<file path="config.mk">
export PLATFORM = sky130hd
export DESIGN_NAME = mii_frame_sequencer
export DESIGN_NICKNAME = d
export VERILOG_FILES = /design/src/rtl/mii_frame_sequencer.sv
export SDC_FILE = /design/constraint.sdc
export NUM_CORES = 1
export LEC_CHECK = 0
export CAP_MARGIN = 20
export CORE_UTILIZATION = 25
export CTS_BUF_LIST = sky130_fd_sc_hd__clkbuf_16
export DETAILED_ROUTE_END_ITERATION = 8
export RECOVER_POWER = 50
export SKIP_CTS_REPAIR_TIMING = 1
export SYNTH_ARGS = -nofsm -noshare
export SYNTH_HDL_FRONTEND = slang
export SYNTH_SLANG_ARGS = --single-unit
</file>
<file path="constraint.sdc">
create_clock -name clk -period 6.8 [get_ports clk]
set_input_delay 1.02 -clock clk [delete_from_list [all_inputs] [get_ports clk]]
set_output_delay 1.02 -clock clk [all_outputs]
set_load 0.005 [all_outputs]
</file>
<file path="src/rtl/mii_frame_sequencer.sv">
// mii_frame_sequencer
//   Multi-frame Ethernet stimulus source on an XGMII-style bus (LANES = DATA_WIDTH/8).
//   Each frame: START, preamble x6, SFD, DA, SA, LEN, payload, then TERM, then an
//   inter-frame gap of IDLE words. Config is latched when a run starts.
//
//   Optional build macro MII_SEQ_ERR_INJECT_EN adds i_err_inject / i_err_frame_idx;
//   when armed, the first payload byte of the selected frame is inverted.
//
// Ports
//   clk, i_rst          clock, synchronous active-high reset
//   i_start / i_stop    run request (idle only) / abort request (busy only)
//   i_dest_address      DA, MSB byte first
//   i_src_address       SA, MSB byte first
//   i_payload_length    payload bytes per frame (clamped to PAYLOAD_MAX_SIZE)
//   i_mode              0 fixed pattern, 1 incrementing, 2 LFSR, 3 fixed pattern
//   i_frame_count       frames per run
//   i_ipg_words         IDLE words between TERM word and next START word (0 acts as 1)
//   o_mii_data/ctrl     bus data, per-lane control flag
//   o_tx_valid          high on START..TERM words
//   o_busy              run in progress
//   o_frame_done        pulse with each TERM word
//   o_done              pulse at end of run
module mii_frame_sequencer #(
    parameter int unsigned DATA_WIDTH           = 64,
    parameter int unsigned PAYLOAD_MAX_SIZE     = 1500,
    parameter logic [7:0]  PAYLOAD_CHAR_PATTERN = 8'h55,
    parameter int unsigned MAX_FRAMES           = 256,
    parameter logic [7:0]  IDLE_CODE            = 8'h07,
    parameter logic [7:0]  START_CODE           = 8'hFB,
    parameter logic [7:0]  TERM_CODE            = 8'hFD,
    localparam int unsigned LANES               = DATA_WIDTH / 8,
    localparam int unsigned CW                  = $clog2(MAX_FRAMES + 1)
) (
    input  logic                  clk,
    input  logic                  i_rst,
    input  logic                  i_start,
    input  logic                  i_stop,
    input  logic [47:0]           i_dest_address,
    input  logic [47:0]           i_src_address,
    input  logic [15:0]           i_payload_length,
    input  logic [1:0]            i_mode,
    input  logic [CW-1:0]         i_frame_count,
    input  logic [7:0]            i_ipg_words,
`ifdef MII_SEQ_ERR_INJECT_EN
    input  logic                  i_err_inject,
    input  logic [CW-1:0]         i_err_frame_idx,
`endif
    output logic [DATA_WIDTH-1:0] o_mii_data,
    output logic [LANES-1:0]      o_mii_ctrl,
    output logic                  o_tx_valid,
    output logic                  o_busy,
    output logic                  o_frame_done,
    output logic                  o_done
);

    localparam int unsigned HDR_BYTES = 22;
    localparam logic [DATA_WIDTH-1:0] IDLE_WORD = {LANES{IDLE_CODE}};
    localparam logic [DATA_WIDTH-1:0] TERM_WORD = {{(LANES-1){IDLE_CODE}}, TERM_CODE};

    typedef enum logic [2:0] {StIdle, StFrame, StTerm, StGap, StDone} state_e;

    state_e                state_q, state_d;
    logic [47:0]           da_q, da_d, sa_q, sa_d;
    logic [15:0]           len_q, len_d;
    logic [16:0]           total_q, total_d;
    logic [1:0]            mode_q, mode_d;
    logic [CW-1:0]         count_q, count_d, frame_idx_q, frame_idx_d;
    logic [7:0]            ipg_q, ipg_d, gap_q, gap_d;
    logic [16:0]           pos_q, pos_d;
    logic [7:0]            lfsr_q, lfsr_d;
    logic                  abort_q, abort_d;
    logic [DATA_WIDTH-1:0] data_q, data_d;
    logic [LANES-1:0]      ctrl_q, ctrl_d;
    logic                  valid_q, valid_d, busy_q, busy_d;
    logic                  fdone_q, fdone_d, done_q, done_d;
`ifdef MII_SEQ_ERR_INJECT_EN
    logic                  err_q, err_d;
    logic [CW-1:0]         err_idx_q, err_idx_d;
`endif

    // x^8+x^6+x^5+x^4+1, shift-left Fibonacci form
    function automatic logic [7:0] lfsr_step(input logic [7:0] s);
        return {s[6:0], s[7] ^ s[5] ^ s[4] ^ s[3]};
    endfunction

    logic [7:0] hdr [32];

    always_comb begin
        for (int i = 0; i < 32; i++) hdr[i] = 8'h00;
        hdr[0] = START_CODE;
        for (int i = 1; i < 7; i++) hdr[i] = 8'h55;
        hdr[7] = 8'hD5;
        for (int i = 0; i < 6; i++) begin
            hdr[8 + i]  = da_q[47 - 8 * i -: 8];
            hdr[14 + i] = sa_q[47 - 8 * i -: 8];
        end
        hdr[20] = len_q[15:8];
        hdr[21] = len_q[7:0];
    end

    // Word at stream offset pos_q; lanes past the last byte carry TERM then IDLE.
    // The LFSR only advances on payload lanes so header lanes leave the seed intact.
    logic [DATA_WIDTH-1:0] frame_data;
    logic [LANES-1:0]      frame_ctrl;
    logic [7:0]            lfsr_next, lane_cur, lane_byte;
    logic [16:0]           lane_n, lane_k;

    always_comb begin
        frame_data = '0;
        frame_ctrl = '0;
        lane_cur   = lfsr_q;
        lane_byte  = '0;
        lane_n     = '0;
        lane_k     = '0;
        for (int l = 0; l < LANES; l++) begin
            lane_n = pos_q + 17'(l);
            if (lane_n < total_q) begin
                if (lane_n < 17'(HDR_BYTES)) begin
                    frame_data[8*l +: 8] = hdr[lane_n[4:0]];
                    frame_ctrl[l]        = (lane_n == '0);
                end else begin
                    lane_k = lane_n - 17'(HDR_BYTES);
                    unique case (mode_q)
                        2'd1:    lane_byte = lane_k[7:0];
                        2'd2:    lane_byte = lane_cur;
                        default: lane_byte = PAYLOAD_CHAR_PATTERN;
                    endcase
`ifdef MII_SEQ_ERR_INJECT_EN
                    if (err_q && frame_idx_q == err_idx_q && lane_k == '0) begin
                        lane_byte = lane_byte ^ 8'hFF;
                    end
`endif
                    lane_cur             = lfsr_step(lane_cur);
                    frame_data[8*l +: 8] = lane_byte;
                end
            end else if (lane_n == total_q) begin
                frame_data[8*l +: 8] = TERM_CODE;
                frame_ctrl[l]        = 1'b1;
            end else begin
                frame_data[8*l +: 8] = IDLE_CODE;
                frame_ctrl[l]        = 1'b1;
            end
        end
        lfsr_next = lane_cur;
    end

    logic [31:0] pos_end;
    assign pos_end = 32'(pos_q) + LANES;

    always_comb begin
        state_d     = state_q;
        da_d        = da_q;
        sa_d        = sa_q;
        len_d       = len_q;
        total_d     = total_q;
        mode_d      = mode_q;
        count_d     = count_q;
        frame_idx_d = frame_idx_q;
        ipg_d       = ipg_q;
        gap_d       = gap_q;
        pos_d       = pos_q;
        lfsr_d      = lfsr_q;
        abort_d     = abort_q;
        data_d      = IDLE_WORD;
        ctrl_d      = '1;
        valid_d     = 1'b0;
        busy_d      = busy_q;
        fdone_d     = 1'b0;
        done_d      = 1'b0;
`ifdef MII_SEQ_ERR_INJECT_EN
        err_d       = err_q;
        err_idx_d   = err_idx_q;
`endif
        unique case (state_q)
            StIdle: begin
                if (i_start) begin
                    da_d    = i_dest_address;
                    sa_d    = i_src_address;
                    len_d   = (32'(i_payload_length) > PAYLOAD_MAX_SIZE) ?
                              16'(PAYLOAD_MAX_SIZE) : i_payload_length;
                    total_d = 17'(len_d) + 17'(HDR_BYTES);
                    mode_d  = i_mode;
                    count_d = i_frame_count;
                    ipg_d   = (i_ipg_words == 8'd0) ? 8'd1 : i_ipg_words;
`ifdef MII_SEQ_ERR_INJECT_EN
                    err_d     = i_err_inject;
                    err_idx_d = i_err_frame_idx;
`endif
                    frame_idx_d = '0;
                    pos_d       = '0;
                    lfsr_d      = 8'hFF;
                    abort_d     = 1'b0;
                    busy_d      = 1'b1;
                    state_d     = (i_frame_count == '0) ? StDone : StFrame;
                end
            end
            StFrame: begin
                valid_d = 1'b1;
                if (i_stop) begin
                    // Truncate: TERM in lane 0, skip the remaining frames
                    data_d  = TERM_WORD;
                    fdone_d = 1'b1;
                    state_d = StDone;
                end else begin
                    data_d = frame_data;
                    ctrl_d = frame_ctrl;
                    pos_d  = pos_q + 17'(LANES);
                    lfsr_d = lfsr_next;
                    if (pos_end > 32'(total_q)) begin
                        fdone_d     = 1'b1;
                        frame_idx_d = frame_idx_q + 1'b1;
                        gap_d       = ipg_q;
                        state_d     = StGap;
                    end else if (pos_end == 32'(total_q)) begin
                        // Last byte filled the top lane: TERM needs a word of its own
                        state_d = StTerm;
                    end
                end
            end
            StTerm: begin
                data_d      = TERM_WORD;
                valid_d     = 1'b1;
                fdone_d     = 1'b1;
                frame_idx_d = frame_idx_q + 1'b1;
                gap_d       = ipg_q;
                state_d     = i_stop ? StDone : StGap;
            end
            StGap: begin
                if (i_stop) abort_d = 1'b1;
                if (gap_q <= 8'd1) begin
                    if (!abort_q && !i_stop && frame_idx_q < count_q) begin
                        pos_d   = '0;
                        lfsr_d  = 8'hFF;
                        state_d = StFrame;
                    end else begin
                        state_d = StDone;
                    end
                end else begin
                    gap_d = gap_q - 8'd1;
                end
            end
            StDone: begin
                done_d  = 1'b1;
                busy_d  = 1'b0;
                state_d = StIdle;
            end
            default: state_d = StIdle;
        endcase
    end

    always_ff @(posedge clk) begin
        if (i_rst) begin
            state_q     <= StIdle;
            da_q        <= '0;
            sa_q        <= '0;
            len_q       <= '0;
            total_q     <= '0;
            mode_q      <= '0;
            count_q     <= '0;
            frame_idx_q <= '0;
            ipg_q       <= 8'd1;
            gap_q       <= '0;
            pos_q       <= '0;
            lfsr_q      <= 8'hFF;
            abort_q     <= 1'b0;
            data_q      <= IDLE_WORD;
            ctrl_q      <= '1;
            valid_q     <= 1'b0;
            busy_q      <= 1'b0;
            fdone_q     <= 1'b0;
            done_q      <= 1'b0;
`ifdef MII_SEQ_ERR_INJECT_EN
            err_q       <= 1'b0;
            err_idx_q   <= '0;
`endif
        end else begin
            state_q     <= state_d;
            da_q        <= da_d;
            sa_q        <= sa_d;
            len_q       <= len_d;
            total_q     <= total_d;
            mode_q      <= mode_d;
            count_q     <= count_d;
            frame_idx_q <= frame_idx_d;
            ipg_q       <= ipg_d;
            gap_q       <= gap_d;
            pos_q       <= pos_d;
            lfsr_q      <= lfsr_d;
            abort_q     <= abort_d;
            data_q      <= data_d;
            ctrl_q      <= ctrl_d;
            valid_q     <= valid_d;
            busy_q      <= busy_d;
            fdone_q     <= fdone_d;
            done_q      <= done_d;
`ifdef MII_SEQ_ERR_INJECT_EN
            err_q       <= err_d;
            err_idx_q   <= err_idx_d;
`endif
        end
    end

    assign o_mii_data   = data_q;
    assign o_mii_ctrl   = ctrl_q;
    assign o_tx_valid   = valid_q;
    assign o_busy       = busy_q;
    assign o_frame_done = fdone_q;
    assign o_done       = done_q;

endmodule

</file>
Word-level counts from Yosys, hierarchy flattened
Index checks and enable logic that the tools add are counted.
{ "op_classes": {"add_sub_neg": 20, "order_cmp": 28, "n_eq_ne": 23, "muxes": 121, "n_bitwise": 41, "reduce_logical": 36} }
{ "ops": {"columns": ["cell", "count"], "rows": [
  ["2-to-1 mux 8 bit", 64],
  ["binary-select mux 8 bit (select 5 bit)", 8],
  ["== test 17 bit", 8],
  ["zero test 17 bit", 8],
  ["< comparator 17 bit", 8],
  ["< comparator 17 x 5 -> 1 bit, second input constant", 8],
  ["one-hot mux 64 bit (2 select lines)", 1],
  ["one-hot mux 8 bit (2 select lines)", 8],
  ["adder 17 x 3 -> 17 bit, second input constant", 4],
  ["2-to-1 mux 17 bit", 4],
  ["2-to-1 mux 64 bit", 1],
  ["subtractor 8 x 5 -> 8 bit, second input constant", 8],
  ["one-hot mux 17 bit (3 select lines)", 1],
  ["greater-or-equal comparator 6 bit, second input constant", 8],
  ["inverter 5 -> 6 bit", 8],
  ["one-hot mux 8 bit (3 select lines)", 2],
  ["adder 17 x 2 -> 17 bit, second input constant", 2],
  ["OR reduction 4 bit", 8],
  ["2-to-1 mux 9 bit", 3],
  ["one-hot mux 9 bit (3 select lines)", 1],
  ["2-to-1 mux 3 bit", 8],
  ["XOR 1 bit", 24],
  ["adder 17 x 4 -> 18 bit, second input constant", 1],
  ["== test 18 x 17 -> 1 bit", 1],
  ["33 further kinds", 72]
]} }
{ "totals": {"register_bits": 270, "input_bits": 135, "word_cells": 295} }

Depth between registers and ports, before layout
{ "depth": {"word_depth": 42, "ltp_mapped": 21, "mapped_depth_nobuf": 21} }

Least setup slack after synthesis
No wires, ideal clock.
{ "synth_timing": {"path_kind": "reg2reg", "startpoint": "register pos_q[3]", "endpoint": "register data_q[56] (netlist: o_mii_data[56])", "arrival_ps": 4582, "path_slack_ps": 2104, "stages_incl_launch_ff": 20, "n_path_buf": 3, "synth_period_minus_slack_ps": 4696, "cell_sequence": "dfxtp_1 clkbuf_1 clkinv_1 clkbuf_1 ha_1 nor2b_1 a221o_1 a22o_1 nor3_1 buf_2 xnor2_1 o221ai_2 a221oi_2 o21ai_2 or4_1 o2111ai_1 or2_1 a222oi_1 a211o_1 a21o_1"} }
{ "synth_via": {"elab_chain_cells": 25, "word_cells_on_any_way": 64, "classes_between": "add/sub: 7; order compare: 16; mux: 22; bitwise: 19"} }
{ "synth_rtl": {"columns": ["element", "line_no", "rtl"], "rows": [
  ["start: declaration", "69", "logic [16:0] pos_q, pos_d;"],
  ["start signal: assignment", "287", "pos_q <= pos_d;"],
  ["branches (longest 22 deep; another with adder 17 x 1 -> 17 bit)", null, null],
  ["2-to-1 mux 8 bit (*)", "117", "if (lane_n < total_q) begin"],
  ["2-to-1 mux 64 bit (*)", "199", "if (i_stop) begin"],
  ["one-hot mux 64 bit (2 select lines) (*)", "174", "unique case (state_q)"],
  ["end signal: assignment", "290", "data_q <= data_d;"],
  ["end: declaration", "72", "logic [DATA_WIDTH-1:0] data_q, data_d;"]
]} }
Mark *: on every way between the ends. The select of a mux whose other input is x is not followed.
A chain may end at the register's enable or synchronous reset.

Final worst setup path
{ "layout_timing": {"startpoint": "register pos_q[4]", "endpoint": "register lfsr_q[1]"} }
{ "layout_via": {"elab_chain_cells": 24, "word_cells_on_any_way": 59, "classes_between": "add/sub: 7; order compare: 16; mux: 18; bitwise: 18"} }
{ "layout_rtl": {"columns": ["element", "line_no", "rtl"], "rows": [
  ["branches (longest 21 deep; another with adder 17 x 1 -> 17 bit)", null, null],
  ["2-to-1 mux 8 bit (*)", "117", null],
  ["2-to-1 mux 8 bit (*)", "199", null],
  ["one-hot mux 8 bit (3 select lines) (*)", "174", null],
  ["end signal: assignment", "288", "lfsr_q <= lfsr_d;"],
  ["end: declaration", "70", "logic [7:0] lfsr_q, lfsr_d;"]
]} }
Marked as above.

==> qor.tcl <==
set qor(power.ir.vdd_worst_mv) 0.225
set qor(num_io_pins) 211
set qor(port_buffers) 210
set qor(timing.final.hold_violations) 0
set qor(areaGrowthSynthToFinish_pct) 23.5
set qor(grt_overflow) 0
set qor(routabilityCongestion) 0.969
set qor(grtUsageTotal) 0.192
set qor(slew_violations) 282
set qor(run_status) {complete, but fails checks}
set qor(rsz_0062_raised_after_global_routing) {false}
set qor(post_synthesis_area_per_instance_sq_um) 7.57
set qor(clock_transition_at_path_regs_ns) 0.07
set qor(route.detailed.wl_per_inst_microns) 21.1
set qor(dieWidth_microns) 249
set qor(via_count_normalized_by_instance_count) 5.27
set qor(portion_of_the_post_synthesis_area_used_by_sequential_elements) 0.348
set qor(clock_sinks) 266
set qor(clk_path_buf_depth) 3
set qor(core_region_area_sq_um) 60400
set qor(clk_root_buffer_cell) {sky130_fd_sc_hd__clkbuf_16}
set qor(total_setup_violations_reported_at_the_end_of_the_flow) 0
set qor(timing.final.crit_share) 0.808
set qor(timing.slew.headroom) -1.11
set qor(synth.ff_latch_count) 266
set qor(route.detailed.drc) 0
set qor(timing.critical_path.to_type) {flop}
set qor(start_kind) {flop}
set qor(grt_pass1_wl_microns) 93200
set qor(postSynth.asyncResetShare) 0
set qor(clk-insertion-delay-late_ns) 0.57
set qor(antenna_found_initial) 4
set qor(critPathArrivalTime_ns) 5.97
set qor(worst_clock_skew_ns) 0.0156
set qor(syn_nets) 2238
set qor(post_detailed_routing_wire_length_microns) 61800
set qor(fmax_ghz) 0.182
set qor(min_path_type) {reg -> reg}
set qor(dp.final_hpwl_microns) 46800
set qor(drt_first_pass_iters) 6
set qor(gate_count_of_the_mapped_netlist) 2020
set qor(die_height_microns) 249
set qor(drive_gt1_frac) 0.0507
set qor(ys_types) 83
set qor(cap_viol_max_count) 3
set qor(timing.critical_path.fanout_max) 21
set qor(synth.yosys.warnings) 0
set qor(synth_edf_count) 0
set qor(leakagePower_nw) 7.23
set qor(setup_tns_ns) 0
set qor(grt_pass1_vias) 15102
set qor(synth_area_sq_um) 15300
set qor(required_ns) 7.28
set qor(route.vias.total) 15462
set qor(num_rows) 90
set qor(ant_nets) 0
set qor(initial_core_utilization) 0.253
set qor(tritoncts) {built}
set qor(worst_pin_slew_ns) 3.16
set qor(worst-setup-path-type) {reg -> reg}
set qor(power-per-cell-area_nw_per_um2) 225
set qor(dr.first_iter.drc_count) 1362
set qor(h-tree-depth) 1
set qor(grt_start_max_net_pins) 150
set qor(yosys_most_used_dff) {sky130_fd_sc_hd__dfxtp_1}
set qor(cts_buffers) 28
set qor(nets) 2347
set qor(fin_crit_period_ns) 5.50
set qor(violations) {capacitance limit, slew limit}
set qor(floorplan.die_area_sq_um) 62200
set qor(timing.hold.ws_ns) 0.455
placed cells by master, fill, tap and decap left out, types with 52 or more instances in the layout:
cell type	count
sky130_fd_sc_hd__nor2_1	159
sky130_fd_sc_hd__clkdlybuf4s50_1	132
sky130_fd_sc_hd__nor3_1	52
sky130_fd_sc_hd__a21oi_1	257
sky130_fd_sc_hd__o21ai_0	90
sky130_fd_sc_hd__dfxtp_1	266
sky130_fd_sc_hd__nand2_1	354
sky130_fd_sc_hd__dlygate4sd3_1	77
sky130_fd_sc_hd__ha_1	83
sky130_fd_sc_hd__inv_1	54
worst max-delay path, stage by stage (launching register included):
cell and delay (ns):
sky130_fd_sc_hd__dfxtp_1 0.43, sky130_fd_sc_hd__buf_4 0.29, sky130_fd_sc_hd__ha_1 0.27, sky130_fd_sc_hd__nor3_1 0.29, sky130_fd_sc_hd__and2_1 0.58, sky130_fd_sc_hd__nor3_1 0.13, sky130_fd_sc_hd__buf_4 0.22, sky130_fd_sc_hd__o21ai_0 0.65
sky130_fd_sc_hd__o32ai_1 0.22, sky130_fd_sc_hd__a211oi_1 0.63, sky130_fd_sc_hd__o22ai_1 0.22, sky130_fd_sc_hd__a21oi_1 0.40, sky130_fd_sc_hd__xnor2_1 0.15, sky130_fd_sc_hd__xnor2_1 0.16, sky130_fd_sc_hd__a222oi_1 0.42, sky130_fd_sc_hd__mux2i_1 0.14
sky130_fd_sc_hd__a21oi_1 0.16
layout make-up:
cell class                      count  area [sq um]
Antenna cell                        1          2.50
Clock buffer                       29           726
Clock inverter                     22           166
Fill cell                        6440         41500
Inverter                           52           195
Multi-Input combinational cell   1539          9160
Sequential cell                   266          5330
Tap cell                          782           978
Timing Repair Buffer              242          2340
metrics by stage:
stage	utilization	setup WS, ns	area, sq um	std cells	total power, mW
final	0.313	1.30	18900	2933	4.26
after global routing	0.313	0.960	18900	2932	4.45
after CTS	0.313	1.53	18900	2932	4.29
after detailed placement	0.299	1.59	18000	2881	2.76
after global placement	0.299	1.64	18000	2881	2.76
after floorplan	-	2.10	15300	2020	2.35
cells in the mapped netlist, drive strengths merged (33+ instances only):
| library cell | n | area (sq um) |
|---|---|---|
| clkbuf | 145 | 544 |
| o21ai | 98 | 494 |
| xnor2 | 35 | 307 |
| a211oi | 33 | 253 |
| dfxtp | 266 | 5330 |
| inv | 50 | 188 |
| nand2 | 354 | 1330 |
| ha | 83 | 1040 |
| nand3 | 45 | 230 |
| nor2 | 160 | 601 |
| a21o | 39 | 293 |
| a21oi | 257 | 1290 |
| nor3 | 54 | 275 |
routing by layer:
layer / vias to the layer above / global-route usage / share of wire
met5: - / 0 / 0.00036
met4: 4 / 0.0647 / 0.029
met3: 102 / 0.0268 / 0.063
met2: 559 / 0.316 / 0.47
met1: 7437 / 0.257 / 0.44
li1: 7360 / - / -
final timing paths:
path                         startpoint                      to  slack [ns]  depth (start not counted)
setup / recovery  pos_q[4]$_SDFFE_PP0P_  lfsr_q[1]$_SDFFE_PP1P_        1.30                         16
hold / removal    sa_q[34]$_SDFFE_PP0P_   sa_q[34]$_SDFFE_PP0P_        0.46                          2
setup reg to reg  pos_q[4]$_SDFFE_PP0P_  lfsr_q[1]$_SDFFE_PP1P_        1.30                         16
hold reg to reg   sa_q[34]$_SDFFE_PP0P_   sa_q[34]$_SDFFE_PP0P_        0.46                          2
kinds of logic (layout without fill, tap and decap cells):
kind of cell	Yosys count	in the layout	synth area share
other cells	0	1	0
simple gates	761	761	0.226
buf+inv	215	345	0.0541
flops	266	266	0.348
compound gates	606	606	0.248
mux	30	30	0.0211
xor+xnor	59	59	0.0348
fa+ha+maj	83	83	0.0679
sequential cells by signal (all words and copies together), names as in the netlist, 9 cells and up:
register	count
frame_idx_q	9
count_q	9
total_q	16
da_q	48
len_q	16
o_mii_data	64
pos_q	14
sa_q	48
where the power goes:
part	internal (mW)	total, mW	switching (mW)
Sequential	1.67	1.75	0.0788
Clock	0.850	1.53	0.676
Combinational	0.358	0.982	0.624
Total	2.88	4.26	1.38
No activity file was read; power rests on OpenSTA's default activity.
